--- src/rtl/ex_result_flag_stage.sv ---
// EX/MEM boundary register with the architectural Z/V/N flags, a same-cycle
// flag bypass for branch resolution, and a sticky halt.
module ex_result_flag_stage #(
    parameter int DATA_WIDTH = 16,
    parameter int REG_ADDR_W = 4
) (
    input  logic                  clk,
    input  logic                  rst,
    input  logic                  EX_Valid,
    input  logic [3:0]            EX_Opcode,
    input  logic [DATA_WIDTH-1:0] EX_Result,
    input  logic                  EX_Ovfl,
    input  logic [REG_ADDR_W-1:0] EX_DstReg,
    input  logic                  EX_RegWrite,
    input  logic                  Stall,
    input  logic                  Flush,
    output logic                  MEM_Valid,
    output logic [DATA_WIDTH-1:0] MEM_Result,
    output logic [REG_ADDR_W-1:0] MEM_DstReg,
    output logic                  MEM_RegWrite,
    output logic                  Flag_Z,
    output logic                  Flag_V,
    output logic                  Flag_N,
    output logic                  Byp_Z,
    output logic                  Byp_V,
    output logic                  Byp_N,
    output logic                  Halted
);

    localparam logic [3:0] OP_ADD = 4'b0000;
    localparam logic [3:0] OP_SUB = 4'b0001;
    localparam logic [3:0] OP_XOR = 4'b0010;
    localparam logic [3:0] OP_SLL = 4'b0100;
    localparam logic [3:0] OP_SRA = 4'b0101;
    localparam logic [3:0] OP_ROR = 4'b0110;
    localparam logic [3:0] OP_HLT = 4'b1111;

    logic commit;
    logic wr_zvn;
    logic wr_z;
    logic new_z;
    logic new_v;
    logic new_n;

    assign commit = EX_Valid & ~Stall & ~Flush & ~Halted;

    always_comb begin
        wr_zvn = 1'b0;
        wr_z   = 1'b0;
        case (EX_Opcode)
            OP_ADD, OP_SUB: begin
                wr_zvn = 1'b1;
                wr_z   = 1'b1;
            end
            OP_XOR, OP_SLL, OP_SRA, OP_ROR: wr_z = 1'b1;
            default: ;
        endcase
    end

    assign new_z = (EX_Result == '0);
    assign new_v = EX_Ovfl;
    assign new_n = EX_Result[DATA_WIDTH-1];

    // Bypass shows the flags as they will be after this EX instruction commits.
    assign Byp_Z = (commit & wr_z)   ? new_z : Flag_Z;
    assign Byp_V = (commit & wr_zvn) ? new_v : Flag_V;
    assign Byp_N = (commit & wr_zvn) ? new_n : Flag_N;

    always_ff @(posedge clk or posedge rst) begin
        if (rst) begin
            MEM_Valid    <= 1'b0;
            MEM_Result   <= '0;
            MEM_DstReg   <= '0;
            MEM_RegWrite <= 1'b0;
            Flag_Z       <= 1'b0;
            Flag_V       <= 1'b0;
            Flag_N       <= 1'b0;
            Halted       <= 1'b0;
        end else if (Halted) begin
            // frozen until reset
        end else if (Flush) begin
            MEM_Valid    <= 1'b0;
            MEM_Result   <= '0;
            MEM_DstReg   <= '0;
            MEM_RegWrite <= 1'b0;
        end else if (!Stall) begin
            MEM_Valid    <= EX_Valid;
            MEM_Result   <= EX_Result;
            MEM_DstReg   <= EX_DstReg;
            MEM_RegWrite <= EX_Valid & EX_RegWrite;
            if (commit && wr_z)   Flag_Z <= new_z;
            if (commit && wr_zvn) begin
                Flag_V <= new_v;
                Flag_N <= new_n;
            end
            if (commit && EX_Opcode == OP_HLT) Halted <= 1'b1;
        end
    end

endmodule

--- config.mk ---
export PLATFORM = sky130hd
export DESIGN_NAME = ex_result_flag_stage
export DESIGN_NICKNAME = d
export VERILOG_FILES = /design/src/rtl/ex_result_flag_stage.sv
export SDC_FILE = /design/constraint.sdc
export NUM_CORES = 1
export LEC_CHECK = 0
export CORE_AREA = 5 5 66 56
export CTS_BUF_LIST = sky130_fd_sc_hd__clkbuf_16
export DETAILED_ROUTE_END_ITERATION = 10
export DIE_AREA = 0 0 71 61
export PLACE_DENSITY = 0.76
export SYNTH_ARGS = -nofsm -noshare
export SYNTH_HDL_FRONTEND = slang
export SYNTH_SLANG_ARGS = --single-unit
--- constraint.sdc ---
create_clock -name clk -period 1.7 [get_ports clk]
set_input_delay 0.34 -clock clk [delete_from_list [all_inputs] [get_ports clk]]
set_output_delay 0.34 -clock clk [all_outputs]
set_load 0.005 [all_outputs]
* Word level (Yosys, flattened, before mapping) *
Cells that the tools add are included.

word-level totals
  bits in read-only memories = 0
  logic and storage cells = 51
  register bits = 26
  output and inout bits = 29
  latch bits = 0
  bits in writable memories = 0
  memories = 0

cells by class
  bitwise operators = 9
  div/mod/pow operators = 0
  $lt $le $gt $ge = 0
  $add $sub $neg = 0
  reductions and logical operators = 10
  mux-type cells = 17
  equal/unequal tests = 7
  multipliers = 0
  shift-type cells = 0

operators with widths
  operator                                                          count
  16-bit 2-to-1 mux                                                 2
  16-bit logical NOT                                                1
  1-bit 2-to-1 mux                                                  13
  4-bit by 3-bit == test with 1-bit output (second input constant)  3
  4-bit 2-to-1 mux                                                  2
  4-bit AND reduction                                               2
  1-bit bitwise AND                                                 6
  6-bit OR reduction                                                1
  4-bit by 1-bit == test with 1-bit output (second input constant)  1
  4-bit by 2-bit == test with 1-bit output (second input constant)  1
  4-bit == test (second input constant)                             1
  4-bit logical NOT                                                 1
  1-bit logical AND                                                 3
  1-bit NOT                                                         3
  2-bit by 1-bit != test with 1-bit output (second input constant)  1
  2-bit AND reduction                                               1
  2-bit OR reduction                                                1

* Depth between registers and ports, before layout *
Gate-level depths: netlist of the first run.

  word-level depth = 9
  gate-level depth with buffers = 4
  mapped depth without buffers = 3

* Least setup slack after synthesis of the first run *
OpenSTA, ideal clock, no wires.

  path type = flip-flop to output port
  start = register Halted
  end = output port Byp_N
  stages on the path, launching flop included = 4
  required time = 1.360 ns
  data arrival time = 1.125 ns
  path slack = 0.235 ns
  cells stage by stage = dfrtp_1 nor3_4 nand3_2 mux2_1

on the way
  word-level cells in the longest chain between the ends = 4

RTL lines
  element                     RTL line  text
  start, declared             27        output logic Halted
  start signal, assigned      78        Halted <= 1'b0;
  start signal, assigned      96        if (commit && EX_Opcode == OP_HLT) Halted <= 1'b1;
  1-bit NOT (no source line)  -
  1-bit bitwise AND           45        assign commit = EX_Valid & ~Stall & ~Flush & ~Halted;
  1-bit bitwise AND           67        assign Byp_N = (commit & wr_zvn) ? new_n : Flag_N;
  1-bit 2-to-1 mux            67
  end, declared               26        output logic Byp_N,

Every way passes these cells.

* Worst setup path in the final report of the first run *
  start = input port EX_Result[1]
  end = register Flag_Z

on the way
  word-level cells in the longest chain between the ends = 1

RTL lines
  element               RTL line  text
  start, declared       11        input logic [DATA_WIDTH-1:0] EX_Result,
  16-bit logical NOT    60        assign new_z = (EX_Result == '0);
  end signal, assigned  91        if (commit && wr_z) Flag_Z <= new_z;
  end, declared         21        output logic Flag_Z,

Every way passes these cells.
A chain may end at the register's enable or synchronous reset.

==> flow_summary.toml, run 1 <==
[status]
status = "finished, violations left"
violations = "setup timing"

[setup_path]
startpoint_type = "input port"
reg2reg_from = "Halted"
worstPathArrival_ns = 2.09
rrSetupSlack_ns = 0.27
rr_worst_depth = 5
cp_max_fo = 2
crit_type = "input port to register"
setup.worst_path.end_class = "register"
required_ns = 1.88
r2r_end = "Flag_V"

[yosys]
syn_avg_cell_area_um2 = 14.0
netlist_area_um2 = 1040
netlist_instances = 74
yosysSeqAreaShare_pct = 62.7
yosys_warnings = 0
syn-num-nets = 105
netlist-cell-type-count = 18
synth-seq-cells = 26

[place]
dp_hpwl_mm = 2.42
portBuffers = 59
pre_cts_ws_ns = -0.724
placed_cells = 183
gp_congestion = 0.868

[die]
die_x_um = 71
core-area_um2 = 2970
die_area_um2 = 4330
start_util_pct = 34.9
die_height_um = 61
ios = 60
placementRows = 18

[cts]
ctsHoldBuffers = 0
clock_latency_ns = 0.26
clkTransAtPathRegs_ns = 0.06
cts_inserted_buffers = 3
ctsHtreeMaxLevel = 1
clock-sinks = 26
cts_tree = "built"
clockBufferDepth = 2
root_buffer = "clkbuf_16"

[finish]
nNetsFinal = 192
multi_input_comb_area_um2 = 428
syn_to_final_growth_pct = 90.5
utilization_pct = 66.5
stdcell_count = 200
fillCellCount = 225
drive_above_1_share_pct = 34.4
seq_area_um2 = 651
antenna_cells = 0

[grt]
grt_use_total_pct = 18.8
antenna_found_initial = 0
grt_max_degree = 27
grt_overflow = 0
grt_pass1_vias = 1164
grt_pass1_wl_mm = 6.05

[drt]
drcViolationCount = 0
drt_iter0_markers = 65
first_pass_iters = 4
wire_per_inst_um = 19.4
vias = 1052
routed_wl_mm = 3.87
viasPerCell = 5.26
ant_nets = 0

[pwr]
powerDensity_nw_per_um2 = 896
p_comb_share_pct = 28.5
p_sw_share_pct = 25.1
p_switching_w = 0.000445
pwr-share-clk_pct = 29.0
seqPwrFrac_pct = 42.5
ir_worst_vdd_mv = 0.424
p_int_w = 0.00133
p_leak_nw = 0.935

[sta]
fmax_mhz = 522
maxSlewHeadroom_pct = 77.6
grt_setup_unrepaired = "yes"
slew_viol_final = 0
skew_ns = 0.00201
finalSetupViolations = 4
finalHoldViolCount = 0
period_needed_ns = 1.91
fin_ws_ns = -0.215
tightest_slew_ns = 0.337
post-route-period-util_pct = 113

[hold_path]
hold_class = "input port to register"
min_from = "EX_Result[10]"
hold_end = "MEM_Result[10]"
min_delay_path_depth = 2

[run]
maxCapViolations = 0
[critical path, stage by stage]
cell and delay, ns:
clkdlybuf4s15_1 0.22, nor4_4 0.25, nand4_1 0.14, buf_4 0.16
buf_4 0.13, buf_4 0.12, buf_4 0.12, buf_4 0.12
buf_4 0.12, buf_4 0.12, buf_4 0.12, mux2i_1 0.13
[power groups by stage]
stage               Sequential (W)  Combinational (W)  Clock [W]
detailed placement        0.000758           0.000485          0
finish                    0.000753           0.000505   0.000513
global placement          0.000754           0.000474          0
CTS                       0.000749           0.000500   0.000521
floorplan                 0.000761           0.000136          0
global route              0.000760           0.000540   0.000560
[area by class of cell]
class / count / area share, %
Tap cell: 40 / 2.53
Clock inverter: 1 / 0.190
Sequential cell: 26 / 32.9
Multi-Input combinational cell: 41 / 21.7
Timing Repair Buffer: 86 / 38.3
Clock buffer: 3 / 3.80
Inverter: 3 / 0.570
[sequential cells by signal, indices dropped and copies added (netlist names)]
signal,cells
MEM_Result,16
MEM_DstReg,4
Flag_N,1
Flag_V,1
Flag_Z,1
Halted,1
MEM_RegWrite,1
MEM_Valid,1
[placed cells by master, fill, tap and decap left out, drive strengths merged]
cell / Yosys / layout
a21o: 1 / 1
nand3: 2 / 2
buf: 3 / 32
a31o: 1 / 1
dlymetal6s2s: 0 / 1
nand4: 1 / 1
nor4: 4 / 4
inv: 3 / 3
clkdlybuf4s15: 0 / 7
mux2: 4 / 4
dlygate4sd2: 0 / 5
a21oi: 1 / 1
dfrtp: 26 / 26
clkinv: 0 / 1
clkbuf: 1 / 11
clkdlybuf4s50: 0 / 33
a32o: 1 / 1
a22o: 21 / 21
and4: 1 / 1
nor3: 2 / 2
mux2i: 2 / 2
[cell usage after synthesis]
cell       n  area, um2
mux2_1     4       45.0
nand3_1    1       5.00
a31o_2     1       8.76
a21o_1     1       7.51
and4_1     1       8.76
a21oi_1    1       5.00
nand3_2    1       10.0
nor3_4     1       16.3
nor3_1     1       5.00
dfrtp_1   26        651
nor4_1     4       25.0
nand4_1    1       6.26
a32o_1     1       10.0
inv_1      3       11.3
buf_2      3       15.0
clkbuf_1   1       3.75
mux2i_1    2       20.0
a22o_1    21        184
[how the worst max path moves through the flow]
stage,start,end,slack [ns],depth (start not counted)
after floorplan,Halted,Byp_N,0.24,3
after global placement,EX_Result[5],Byp_Z,-0.65,5
after detailed placement,Flush,Byp_V,-0.72,5
after CTS,Halted,Byp_V,-0.23,5
after global routing,Halted,Byp_V,-0.25,5
final,EX_Result[1],Flag_Z,-0.21,12
[metrics by stage]
step / TNS [ns] / instance area, um2 / power [W] / hold slack [ns]
6_report: -0.574 / 1980 / 0.00177 / 0.350
4_1_cts: -0.701 / 2000 / 0.00177 / 0.449
5_1_grt: -0.798 / 1980 / 0.00186 / 0.353
2_1_floorplan: 0 / 1040 / 0.000897 / 0.380
3_3_place_gp: -2.14 / 1780 / 0.00123 / 0.488
3_5_place_dp: -2.48 / 1780 / 0.00124 / 0.490
[logic make-up after synthesis]
| group | Yosys count | synth area share [%] |
|---|---|---|
| multiplexers | 6 | 6.27 |
| AND/OR/NAND/NOR | 10 | 7.36 |
| AO/OA/AOI/OAI | 25 | 20.7 |
| buffers and inverters | 7 | 2.89 |
| flip-flops | 26 | 62.7 |
[metal layers]
metal / up-vias / share of wire (%) / GRT usage, %
met4: 0 / 1.3 / 5.09
li1: 464 / - / -
met5: - / 0 / 0
met3: 8 / 9.6 / 6.29
met2: 58 / 50 / 33.2
met1: 522 / 39 / 22.3
[timing repair]
action                                  4_1_cts  5_1_grt
pin swaps                                     8        7
buffers inserted                             13        1
resized for setup                            60       20
endpoints found under the setup margin        3        4
Power figures use the tool's default switching activity.
==> run 2, diff against run 1 <==
--- a/config.mk
+++ b/config.mk
@@ -10,6 +10,7 @@
 export DETAILED_ROUTE_END_ITERATION = 10
 export DIE_AREA = 0 0 71 61
 export PLACE_DENSITY = 0.76
+export SKIP_CTS_REPAIR_TIMING = 1
 export SYNTH_ARGS = -nofsm -noshare
 export SYNTH_HDL_FRONTEND = slang
 export SYNTH_SLANG_ARGS = --single-unit
==> flow_summary.toml, run 2 (synthesis results as in run 1) <==
[die]
placementRows = 18
start_util_pct = 34.9
die_area_um2 = 4330
die_height_um = 61
die_x_um = 71
ios = 60
core-area_um2 = 2970

[finish]
final_area_um2 = 2000
largest_register = "MEM_Result"
nNetsFinal = 184
utilization_pct = 67.3
syn_to_final_growth_pct = 92.9
final_common_cell = "clkdlybuf4s50_1"
reg_top3 = "MEM_Result: 16 flops, MEM_DstReg: 4 flops"
largest_reg_flops = 16
antenna_cells = 0
layout_common_cells = "39 x clkdlybuf4s50_1, 26 x dfrtp_1, 21 x a22o_1"
stdcell_count = 192
drive_above_1_share_pct = 23.7

[pwr]
powerDensity_nw_per_um2 = 877
p_int_w = 0.00133
ir_worst_vdd_mv = 0.427
p_switching_w = 0.000426
p_leak_nw = 1.03
pwr-share-clk_pct = 29.0
seqPwrFrac_pct = 42.7
p_comb_share_pct = 28.3
p_sw_share_pct = 24.3

[setup_path]
critical_path.endpoint = "Byp_V"
reg2reg_from = "Halted"
cp_max_fo = 4
setup.worst_path.end_class = "output pin"
rrSetupSlack_ns = 0.14
startpoint_type = "input port"
required_ns = 1.36
r2r_end = "Flag_V"
cp-startpoint = "EX_Valid"
crit_type = "input port to output pin"
worstPathArrival_ns = 1.67
rr_worst_depth = 5

[cts]
clkTransAtPathRegs_ns = 0.06
clock_latency_ns = 0.26
clockBufferDepth = 2
ctsHtreeMaxLevel = 1
clock-sinks = 26
root_buffer = "clkbuf_16"
cts_inserted_buffers = 3
cts_tree = "built"

[drt]
drcViolationCount = 0
viasPerCell = 5.15
drt_iter0_markers = 62
first_pass_iters = 4
ant_nets = 0
vias = 989
routed_wl_mm = 3.31
wire_per_inst_um = 17.2

[grt]
antenna_found_initial = 0
grt_use_total_pct = 15.4
grt_pass1_vias = 1014
grt_max_degree = 27
grt_overflow = 0
grt_pass1_wl_mm = 5.07

[place]
pre_cts_ws_ns = -0.724
gp_congestion = 0.868
placed_cell_area_um2 = 1780
placed_cells = 183
dp_hpwl_mm = 2.42
portBuffers = 59

[sta]
tightest_slew_ns = 0.329
grt_setup_unrepaired = "yes"
holdWs_ns = 0.371
post-route-period-util_pct = 118
skew_ns = 0.00399
fin_ws_ns = -0.306
maxSlewHeadroom_pct = 78.1
fmax_mhz = 498
finalHoldViolCount = 0
slew_viol_final = 0
period_needed_ns = 2.01
finalSetupViolations = 3

[status]
violations = "setup timing"
status = "finished, violations left"

[run]
maxCapViolations = 0

[hold_path]
hold_class = "input port to register"
## run 2: cell count changes in the layout (fill, tap and decap cells not counted), sizes merged
cell | previous run | this run
dlygate4sd2 | 5 | 0
clkbuf | 11 | 5
buf | 32 | 20
dlymetal6s2s | 1 | 17
clkdlybuf4s50 | 33 | 39
clkdlybuf4s15 | 7 | 0
## run 2: worst max-delay path: stages
cell	delay, ns
clkdlybuf4s50_1	0.64
nand3_4	0.14
buf_6	0.15
mux2_4	0.28
clkbuf_2	0.11
## run 2: metrics by stage
stage | setup TNS, ns | total power [W]
after floorplan | 0 | 0.000897
after global placement | -2.14 | 0.00123
after detailed placement | -2.48 | 0.00124
after CTS | -2.14 | 0.00176
after global routing | -0.995 | 0.00185
final | -0.798 | 0.00175
## run 2: final cells by class
type | instances | area (um2)
Clock buffer | 3 | 75.1
Inverter | 3 | 11.3
Fill cell | 214 | 972
Tap cell | 40 | 50.0
Sequential cell | 26 | 651
Timing Repair Buffer | 78 | 781
Clock inverter | 1 | 3.75
Multi-Input combinational cell | 41 | 429
## run 2: worst min path at each step
| stage | start | end | slack, ns | cells past startpoint |
|---|---|---|---|---|
| floorplan | rst | Flag_N | 0.38 | 1 |
| global placement | MEM_Valid | MEM_Valid | 0.49 | 1 |
| detailed placement | MEM_DstReg[0] | MEM_DstReg[0] | 0.49 | 1 |
| CTS | rst | Flag_N | 0.45 | 3 |
| global route | EX_Result[8] | MEM_Result[8] | 0.37 | 2 |
| finish | EX_Result[8] | MEM_Result[8] | 0.37 | 2 |
## run 2: metal layers
layer	wire length [um]	track usage (%)
met1	1450	20.5
met2	1550	24.2
met3	270	5.63
met4	31	3.75
met5	0	0
## run 2: power by group through the flow
stage               clock network, W  registers [W]  logic (W)
floorplan                          0       0.000761   0.000136
global placement                   0       0.000754   0.000474
detailed placement                 0       0.000758   0.000485
CTS                         0.000521       0.000748   0.000489
global route                0.000563       0.000759   0.000532
finish                      0.000508       0.000750   0.000496
